$ cat config.mk
export PLATFORM = sky130hd
export DESIGN_NAME = l3_arbiter
export DESIGN_NICKNAME = d
export VERILOG_FILES = /design/src/rtl/l3_arbiter_pkg.sv /design/src/rtl/l3_arbiter_rr_picker.sv /design/src/rtl/l3_arbiter.sv
export SDC_FILE = /design/constraint.sdc
export NUM_CORES = 1
export LEC_CHECK = 0
export CAP_MARGIN = 30
export CORE_MARGIN = 3
export CORE_UTILIZATION = 43
export DETAILED_ROUTE_END_ITERATION = 8
export PLACE_DENSITY = 0.82
export SYNTH_ARGS = -nofsm -noshare
export SYNTH_HDL_FRONTEND = slang
export SYNTH_HIERARCHICAL = 1
export SYNTH_SLANG_ARGS = --single-unit
$ cat constraint.sdc
create_clock -name clk_in -period 3.8 [get_ports clk_in]
set_clock_uncertainty 0.05 [all_clocks]
set_input_delay 0.76 -clock clk_in [delete_from_list [all_inputs] [get_ports clk_in]]
set_output_delay 0.76 -clock clk_in [all_outputs]
set_load 0.01 [all_outputs]
$ cat src/rtl/l3_arbiter_pkg.sv
// -----------------------------------------------------------------------------
// l3_arbiter_pkg
// Shared types for the L3 read-port arbiter.
//   BlockPos  : block-store address
//   BlockType : block-store data word
//   ArbState  : arbiter FSM state (IDLE / ISSUE / WAIT), 2-bit encoding
// -----------------------------------------------------------------------------
package l3_arbiter_pkg;

    typedef logic [15:0] BlockPos;
    typedef logic [31:0] BlockType;

    typedef enum logic [1:0] {
        IDLE  = 2'd0,
        ISSUE = 2'd1,
        WAIT  = 2'd2
    } ArbState;

endpackage

$ cat src/rtl/l3_arbiter_rr_picker.sv
// -----------------------------------------------------------------------------
// l3_arbiter_rr_picker
// Combinational round-robin picker: selects the first asserted request
// searching upward from ptr+1 (modulo N).
//   req      : request vector
//   ptr      : index of the most recent winner
//   grant    : one-hot winner
//   grant_id : binary index of the winner
//   any      : at least one request is asserted
// -----------------------------------------------------------------------------
module l3_arbiter_rr_picker #(
    parameter  int N    = 4,
    localparam int ID_W = $clog2(N)
) (
    input  logic [N-1:0]    req,
    input  logic [ID_W-1:0] ptr,
    output logic [N-1:0]    grant,
    output logic [ID_W-1:0] grant_id,
    output logic            any
);

    logic [ID_W-1:0] idx;

    always_comb begin
        // NOTE: every output gets a default before the search loop, so no
        // path through the block leaves a signal unassigned (no latch).
        grant    = '0;
        grant_id = '0;
        any      = 1'b0;
        idx      = '0;
        // Offset 1 visits ptr+1 first; offset N revisits ptr itself last.
        for (int k = 1; k <= N; k++) begin
            idx = ID_W'((int'(ptr) + k) % N);
            if (!any && req[idx]) begin
                any        = 1'b1;
                grant[idx] = 1'b1;
                grant_id   = idx;
            end
        end
    end

endmodule

$ cat src/rtl/l3_arbiter.sv
// -----------------------------------------------------------------------------
// l3_arbiter
// Shares the single L3 block-store read port among N requesters with
// round-robin arbitration and one outstanding read at a time. The L3 address
// is held until the read completes; the read is re-issued after TIMEOUT
// silent WAIT cycles (TIMEOUT=0 disables retry). Data returns on a shared bus
// with a one-hot, one-cycle valid.
//
// Ports:
//   clk_in, rst_in      : clock, asynchronous active-low reset
//   req_addr/req_valid  : per-requester address and request
//   req_ready           : one-hot accept (combinational, IDLE only)
//   resp_data/resp_valid: shared response data, one-hot valid pulse
//   l3_addr/l3_read_enable : L3 read address and one-cycle strobe
//   l3_out/l3_valid     : L3 read data and valid pulse
//   grant_count         : per-requester saturating grant counters
//                         (only when L3_ARB_STATS_EN is defined)
//
// Build option: define L3_ARB_STATS_EN to add the grant_count port/counters.
// -----------------------------------------------------------------------------
module l3_arbiter
    import l3_arbiter_pkg::*;
#(
    parameter int N       = 4,
    parameter int TIMEOUT = 64
`ifdef L3_ARB_STATS_EN
    ,
    parameter int CNT_W   = 16
`endif
) (
    input  logic                  clk_in,
    input  logic                  rst_in,
    input  BlockPos [N-1:0]       req_addr,
    input  logic    [N-1:0]       req_valid,
    output logic    [N-1:0]       req_ready,
    output BlockType              resp_data,
    output logic    [N-1:0]       resp_valid,
    output BlockPos               l3_addr,
    output logic                  l3_read_enable,
    input  BlockType              l3_out,
    input  logic                  l3_valid
`ifdef L3_ARB_STATS_EN
    ,
    output logic [N-1:0][CNT_W-1:0] grant_count
`endif
);

    localparam int ID_W = $clog2(N);
    // Timer is sized for 0..TIMEOUT; keep at least one bit when retry is off.
    localparam int TW = (TIMEOUT > 0) ? $clog2(TIMEOUT + 1) : 1;
    localparam logic [TW-1:0] TLAST = TW'(TIMEOUT - 1);

    ArbState         state;
    logic [ID_W-1:0] rr_ptr;
    logic [ID_W-1:0] id;
    logic [TW-1:0]   timer;

    logic [N-1:0]    grant;
    logic [ID_W-1:0] grant_id;
    logic            any;

    l3_arbiter_rr_picker #(
        .N (N)
    ) u_picker (
        .req      (req_valid),
        .ptr      (rr_ptr),
        .grant    (grant),
        .grant_id (grant_id),
        .any      (any)
    );

    // Accept is offered only while idle and out of reset.
    assign req_ready = (state == IDLE && rst_in) ? grant : '0;

    always_ff @(posedge clk_in or negedge rst_in) begin
        if (!rst_in) begin
            state          <= IDLE;
            rr_ptr         <= ID_W'(N - 1);
            id             <= '0;
            timer          <= '0;
            l3_addr        <= '0;
            l3_read_enable <= 1'b0;
            resp_valid     <= '0;
            resp_data      <= '0;
        end else begin
            // NOTE: non-blocking assignments throughout, so each decision
            // below reads the pre-edge state and later defaults are
            // overridden cleanly by the case branches.
            resp_valid     <= '0;
            l3_read_enable <= 1'b0;
            case (state)
                IDLE: begin
                    if (any) begin
                        id             <= grant_id;
                        rr_ptr         <= grant_id;
                        // l3_addr doubles as the latched request address.
                        l3_addr        <= req_addr[grant_id];
                        l3_read_enable <= 1'b1;
                        state          <= ISSUE;
                    end
                end
                ISSUE: begin
                    // Strobe is already on the port this cycle; a stray
                    // l3_valid here is ignored.
                    timer <= '0;
                    state <= WAIT;
                end
                WAIT: begin
                    if (l3_valid) begin
                        // A late answer from a timed-out attempt lands here
                        // too; it is for the same address, so accept it.
                        resp_data      <= l3_out;
                        resp_valid[id] <= 1'b1;
                        state          <= IDLE;
                    end else if (TIMEOUT != 0 && timer == TLAST) begin
                        l3_read_enable <= 1'b1;
                        state          <= ISSUE;
                    end else if (TIMEOUT != 0) begin
                        timer <= timer + 1'b1;
                    end
                end
                default: state <= IDLE;
            endcase
        end
    end

`ifdef L3_ARB_STATS_EN
    always_ff @(posedge clk_in or negedge rst_in) begin
        if (!rst_in) begin
            grant_count <= '0;
        end else if (state == IDLE && any && grant_count[grant_id] != '1) begin
            grant_count[grant_id] <= grant_count[grant_id] + 1'b1;
        end
    end
`endif

endmodule

==> results.cfg, run 1 <==
[timing]
rsz0062_at_grt = no
drv_slew = 0
worst_slew_pin_slew_ps = 813
min_period_ps = 3750
holdWs_ps = 454
slew_headroom = 0.456
finalCritPeriodShare = 0.987
fmax_mhz = 267
hold_viol = 0
setup_tns_ps = 0
setup_violations = 0

[job]
maxCapViolations = 0

[pwr]
p_comb_frac = 0.580
internal-power_mw = 2.94
power_mw = 4.44
swShare = 0.338
ir_worst_vdd_mv = 0.384
leakagePower_nw = 2.41
sequentialPowerShare = 0.276
power_density_nw_per_um2 = 789
p_switching_mw = 1.50
clockPowerShare = 0.144

[route]
via_per_inst = 5.46
first_pass_iters = 4
routed_wl_mm = 9.80
drt_iter0_drc = 133
drt_drc_violations_left = 0
dr_total_vias = 2991
routedWlPerCell_um = 17.9
ant_nets = 0

[global_route]
use_met2 = 0.329
top_usage_layer = met2
grt_usage = 0.199
overflow = 0
met1_usage = 0.251
grt_max_degree = 67
antenna_found_initial = 0
grt_pass1_wl_mm = 15.2
grt_pass1_vias = 2940
use_met3 = 0.0671

[placement]
hpwl_mm = 7.42
gp_congestion = 0.957
port_buffers = 159

[yosys]
synth_nets = 382
synth_cell_types = 59
ys_ff_latch = 66
ys_warn_count = 6
post_synth_inst_count = 270
synth_async_sr_flop_share = 1.00
syn_avg_cell_area_um2 = 13.5
synth_flop_cell = dfrtp_1
ys_seq_area_frac = 0.453
synth_edf_count = 0
netlist_area_um2 = 3650

[clock_network]
path_clk_slew_ps = 70
cts-root-buf = clkbuf_8
cts_tree = done
clk_path_buf_depth = 2
htreeDepth = 3
clkLatencyLatePin_ps = 330
numClockSinks = 66
cts_buffers = 9

[floorplanning]
coreArea_um2 = 7970
die_w_um = 98.1
start_util = 0.458
die_y_um = 98.1
die-area_um2 = 9630
io_pins = 160
rows = 32

[critical_path]
start_kind = input port
critPathArrivalTime_ps = 2940
slowest_delay_ps = 590
critPathMaxFanout = 6
critPathSlowestCell = mux4_2
crit_top_cell = clkdlybuf4s50_1
critPathRequiredTime_ps = 2990
crit_type = input port to output port
crit_chain = clkdlybuf4s50_1, mux4_2, a211oi_4, a221o_1, and3_1, clkdlybuf4s50_1
cp-end-kind = output port
reg2reg_slack_ps = 590

[worst_hold_path]
min_path_type = register to register

[finish]
fin_nets = 553
layout.cells.most_common = clkdlybuf4s50_1
drive_gt1_frac = 0.226
multiInputGateArea_um2 = 1850
diodes = 0
final_util = 0.705
most-common-layout-cells = clkdlybuf4s50_1, dfrtp_1, mux2_2, nand2_1, buf_4
num-fill-cells = 524
seqCellArea_um2 = 1650
area_growth_pct = 53.9

[status]
status = completed
power by group through the flow:
stage | Clock (mW) | Sequential [mW] | Combinational [mW]
after floorplan | 0 | 1.35 | 1.46
after global placement | 0 | 1.21 | 2.52
after detailed placement | 0 | 1.24 | 2.57
after CTS | 0.657 | 1.23 | 2.58
after global routing | 0.688 | 1.27 | 2.74
final | 0.639 | 1.23 | 2.57
synthesized netlist by cell type (2+ instances only):
library cell   n  area, µm²
o21ai_1        5       25.0
o31ai_1        2       15.0
buf_4          4       30.0
a221o_1        4       40.0
mux4_2         9        203
clkbuf_1       2       7.51
nor3b_1        2       15.0
nor2b_1        2       12.5
nand3_1        3       15.0
a211oi_1       2       15.0
dfrtp_1       64       1600
nor2_1         7       26.3
o2111ai_1      2       17.5
a21boi_0       2       15.0
nand2_1       17       63.8
mux2_1         4       45.0
inv_1          6       22.5
a21oi_1        7       35.0
mux2i_1        2       20.0
o211a_1        2       20.0
nor3_1         2       10.0
and4_1         2       17.5
mux2_4        10        150
mux2_2        38        428
buf_6          6       67.6
mux4_1         8        210
and3_1         8       50.1
ha_1           9        113
nand2b_1       3       18.8
o21ai_0        4       20.0
dfstp_2        2       52.6
a31oi_1        3       18.8
area by class of cell:
type / count / share of cell area
clock buffer: 10 / 0.0227
sequential: 66 / 0.294
clock inverter: 6 / 0.0163
timing repair buffer: 175 / 0.310
tap: 102 / 0.0227
multi-input combinational: 182 / 0.330
inverter: 7 / 0.00468
registers in the layout, indices dropped and copies added, names as in the netlist:
register,flops
rr_ptr,2
timer,7
l3_read_enable,1
resp_valid,4
l3_addr,16
resp_data,32
id,2
state,2
critical path: cells and delay by family:
kind	cells	cell delay (ps)
buffers and inverters	2	1010
multiplexers	1	590
AO/OA/AOI/OAI	2	430
AND/OR/NAND/NOR	1	150
layer usage:
metal,share of wire,wire length (µm),up-vias
met5,0,0,-
li1,-,-,1372
met3,0.091,888,14
met2,0.49,4810,171
met1,0.40,3950,1434
met4,0.015,150,0
path summary, 6_finish.rpt:
check                                               from                        end  cells past startpoint
worst min register to register  resp_data[5]$_DFFE_PN0N_   resp_data[5]$_DFFE_PN0N_                      1
min in group asynchronous                         rst_in   l3_read_enable$_DFF_PN0_                      2
worst max register to register     rr_ptr[0]$_DFFE_PN1P_     l3_addr[2]$_DFFE_PN0P_                     10
worst max-delay path                        req_valid[1]               req_ready[0]                      6
worst min-delay path            resp_data[5]$_DFFE_PN0N_   resp_data[5]$_DFFE_PN0N_                      1
max in group asynchronous                         rst_in  resp_data[17]$_DFFE_PN0N_                      2
stage by stage:
stage	setup WS [ps]	instance area (µm²)	std cells
after floorplan	768	3650	270
after global placement	30.5	5370	530
after detailed placement	-12.4	5370	530
after CTS	7.78	5590	546
after global routing	3.19	5620	548
final	50.2	5620	548
repair_timing:
action                                  4_1_cts  5_1_grt
hold buffers                                  0        0
pin swaps                                     0        2
setup buffers                                 0        2
resized for setup                             2        5
endpoints found under the setup margin        3        4
cell families after synthesis:
family / after synthesis / share of synthesized area
simple gates: 56 / 0.0829
compound gates: 44 / 0.0925
mux: 72 / 0.295
flops: 66 / 0.453
buf+inv: 22 / 0.0425
fa+ha+maj: 10 / 0.0336
Note: power is estimated with default switching activity, not from simulation.
==> inputs of run 2 (changes only) <==
- CORE_MARGIN: 3 -> 8
- RECOVER_POWER: default -> 100
==> run 2 against run 1 <==
  * The run now ends with capacitance limit, slew limit left
  * Critical path type unchanged
  * Routed wire length up 7.8%
  * Core utilization fell by 3.5 points
  * Sequential power is essentially flat
  * Via count is 1.0% higher
  * Critical path depth unchanged
  * Setup slack improved by 41 ps
  * Global-route usage shrank 2.1 points
  * Highest routed layer unchanged
  * Hold slack lost 11 ps
==> results.cfg, run 2 (synthesized netlist as in run 1, its figures left out) <==
[status]
status = finished with violations
violations = capacitance limit, slew limit

[floorplanning]
start_util = 0.444
coreArea_um2 = 8220
die_y_um = 108
io_pins = 160
rows = 33
die-area_um2 = 11700
die_w_um = 108

[pwr]
p_switching_mw = 1.47
leakagePower_nw = 2.35
ir_worst_vdd_mv = 0.331
internal-power_mw = 2.62
p_comb_frac = 0.586
swShare = 0.360
clockPowerShare = 0.119
sequentialPowerShare = 0.295
power_density_nw_per_um2 = 744

[finish]
final_util = 0.670
diodes = 0
drive_gt1_frac = 0.204
fin_nets = 554
regMostFlops = resp_data
most-common-layout-cells = clkdlybuf4s50_1, dfrtp_1, dlygate4sd3_1, mux2_2, nand2_1
area_growth_pct = 50.8
num-fill-cells = 621
top_regs = resp_data: 32 flops, l3_addr: 16 flops, timer: 7 flops
largest_reg_flops = 32
layout.cells.most_common = clkdlybuf4s50_1

[route]
via_per_inst = 5.48
routed.top_layer = met4
routed_wl_mm = 10.6
routedLengthMet1_mm = 4.15
drt_iter0_drc = 97
routedWlPerCell_um = 19.2
met2_length_mm = 4.98
first_pass_iters = 4
wl_met3_mm = 1.26
dr_total_vias = 3021
drt_drc_violations_left = 0
ant_nets = 0

[clock_network]
path_clk_slew_ps = 70
clk_path_buf_depth = 2
cts_buffers = 9
cts-root-buf = clkbuf_8
cts_hold_buf = 0
numClockSinks = 66
htreeDepth = 3
clkLatencyLatePin_ps = 330
cts_tree = done

[job]
maxCapViolations = 1

[global_route]
grt_pass1_wl_mm = 16.5
grt_max_degree = 67
grt_usage = 0.177
overflow = 0
grt_pass1_vias = 3173
antenna_found_initial = 0

[timing]
fmax_mhz = 270
setup_violations = 0
worst_slack_ps = 91.1
worst_slew_pin_slew_ps = 1620
rsz0062_at_grt = no
min_period_ps = 3710
finalCritPeriodShare = 0.976
hold_viol = 0
slew_headroom = -0.0832
drv_slew = 67

[placement]
gp_congestion = 0.840
port_buffers = 159
post-place-ws_ps = -11.2
hpwl_mm = 8.35

[critical_path]
critPathArrivalTime_ps = 2900
critPathMaxFanout = 6
cp-end-kind = output port
start_kind = input port
crit_type = input port to output port
critPathRequiredTime_ps = 2990

[worst_hold_path]
min_path_type = register to register
## run 2: changes by cell type in the layout (fill, tap and decap cells not counted), moves of 2 or more
cell,delta
clkbuf_1,+2
clkinv_2,+4
dlygate4sd3_1,+54
clkdlybuf4s50_1,-52
bufinv_16,-2
mux2_1,+6
mux2_4,-6
buf_4,-2
dlymetal6s2s_1,-3
## run 2: metrics by stage
| stage | cells | cell area, µm² | power, mW | hold WS [ps] | setup TNS, ps |
|---|---|---|---|---|---|
| 5_1_grt | 551 | 5510 | 4.37 | 457 | 0 |
| 3_5_place_dp | 535 | 5390 | 3.86 | 442 | -21.0 |
| 2_1_floorplan | 270 | 3650 | 2.81 | 408 | 0 |
| 6_report | 551 | 5510 | 4.10 | 443 | 0 |
| 3_3_place_gp | 535 | 5390 | 3.78 | 424 | 0 |
| 4_1_cts | 550 | 5540 | 4.36 | 454 | 0 |
## run 2: final timing paths
path | slack, ps | from | depth (start not counted) | to
worst max-delay path | 90 | req_valid[0] | 6 | req_ready[0]
worst min-delay path | 440 | id[0]$_DFFE_PN0P_ | 1 | resp_valid[2]$_DFF_PN0_
worst max register to register | 360 | rr_ptr[0]$_DFFE_PN1P_ | 10 | l3_addr[8]$_DFFE_PN0P_
worst min register to register | 440 | id[0]$_DFFE_PN0P_ | 1 | resp_valid[2]$_DFF_PN0_
max in group asynchronous | 1660 | rst_in | 2 | resp_data[3]$_DFFE_PN0N_
min in group asynchronous | 1080 | rst_in | 2 | l3_addr[11]$_DFFE_PN0P_
## run 2: cell type report
type,count,area [µm²],share of cell area
inverter,7,26.3,0.00477
clock inverter,6,35.0,0.00636
clock buffer,9,124,0.0225
multi-input combinational,182,1820,0.330
timing repair buffer,176,1720,0.312
tap,105,131,0.0239
sequential,66,1650,0.300
## run 2: layer usage
metal	up-vias	GRT usage
met5	-	0
met4	0	0.0535
met3	13	0.0738
met2	162	0.288
met1	1473	0.210
li1	1373	-
## run 2: repair_timing
| item | in CTS | in global routing |
|---|---|---|
| pin swaps | 0 | 1 |
| resized for setup | 2 | 2 |
| setup endpoints to repair | 4 | 4 |
| setup buffers | 0 | 1 |
## run 2: power groups by stage
stage | combinational (mW) | sequential, mW | clock [mW]
after floorplan | 1.46 | 1.35 | 0
after global placement | 2.56 | 1.22 | 0
after detailed placement | 2.62 | 1.24 | 0
after CTS | 2.63 | 1.23 | 0.503
after global routing | 2.57 | 1.26 | 0.537
final | 2.40 | 1.21 | 0.487
## run 2: worst max-delay path, stage by stage
cell and delay (ps):
clkdlybuf4s50_1 420, mux4_2 560, a211oi_4 260, a221o_1 190, and3_1 150, clkdlybuf4s50_1 540
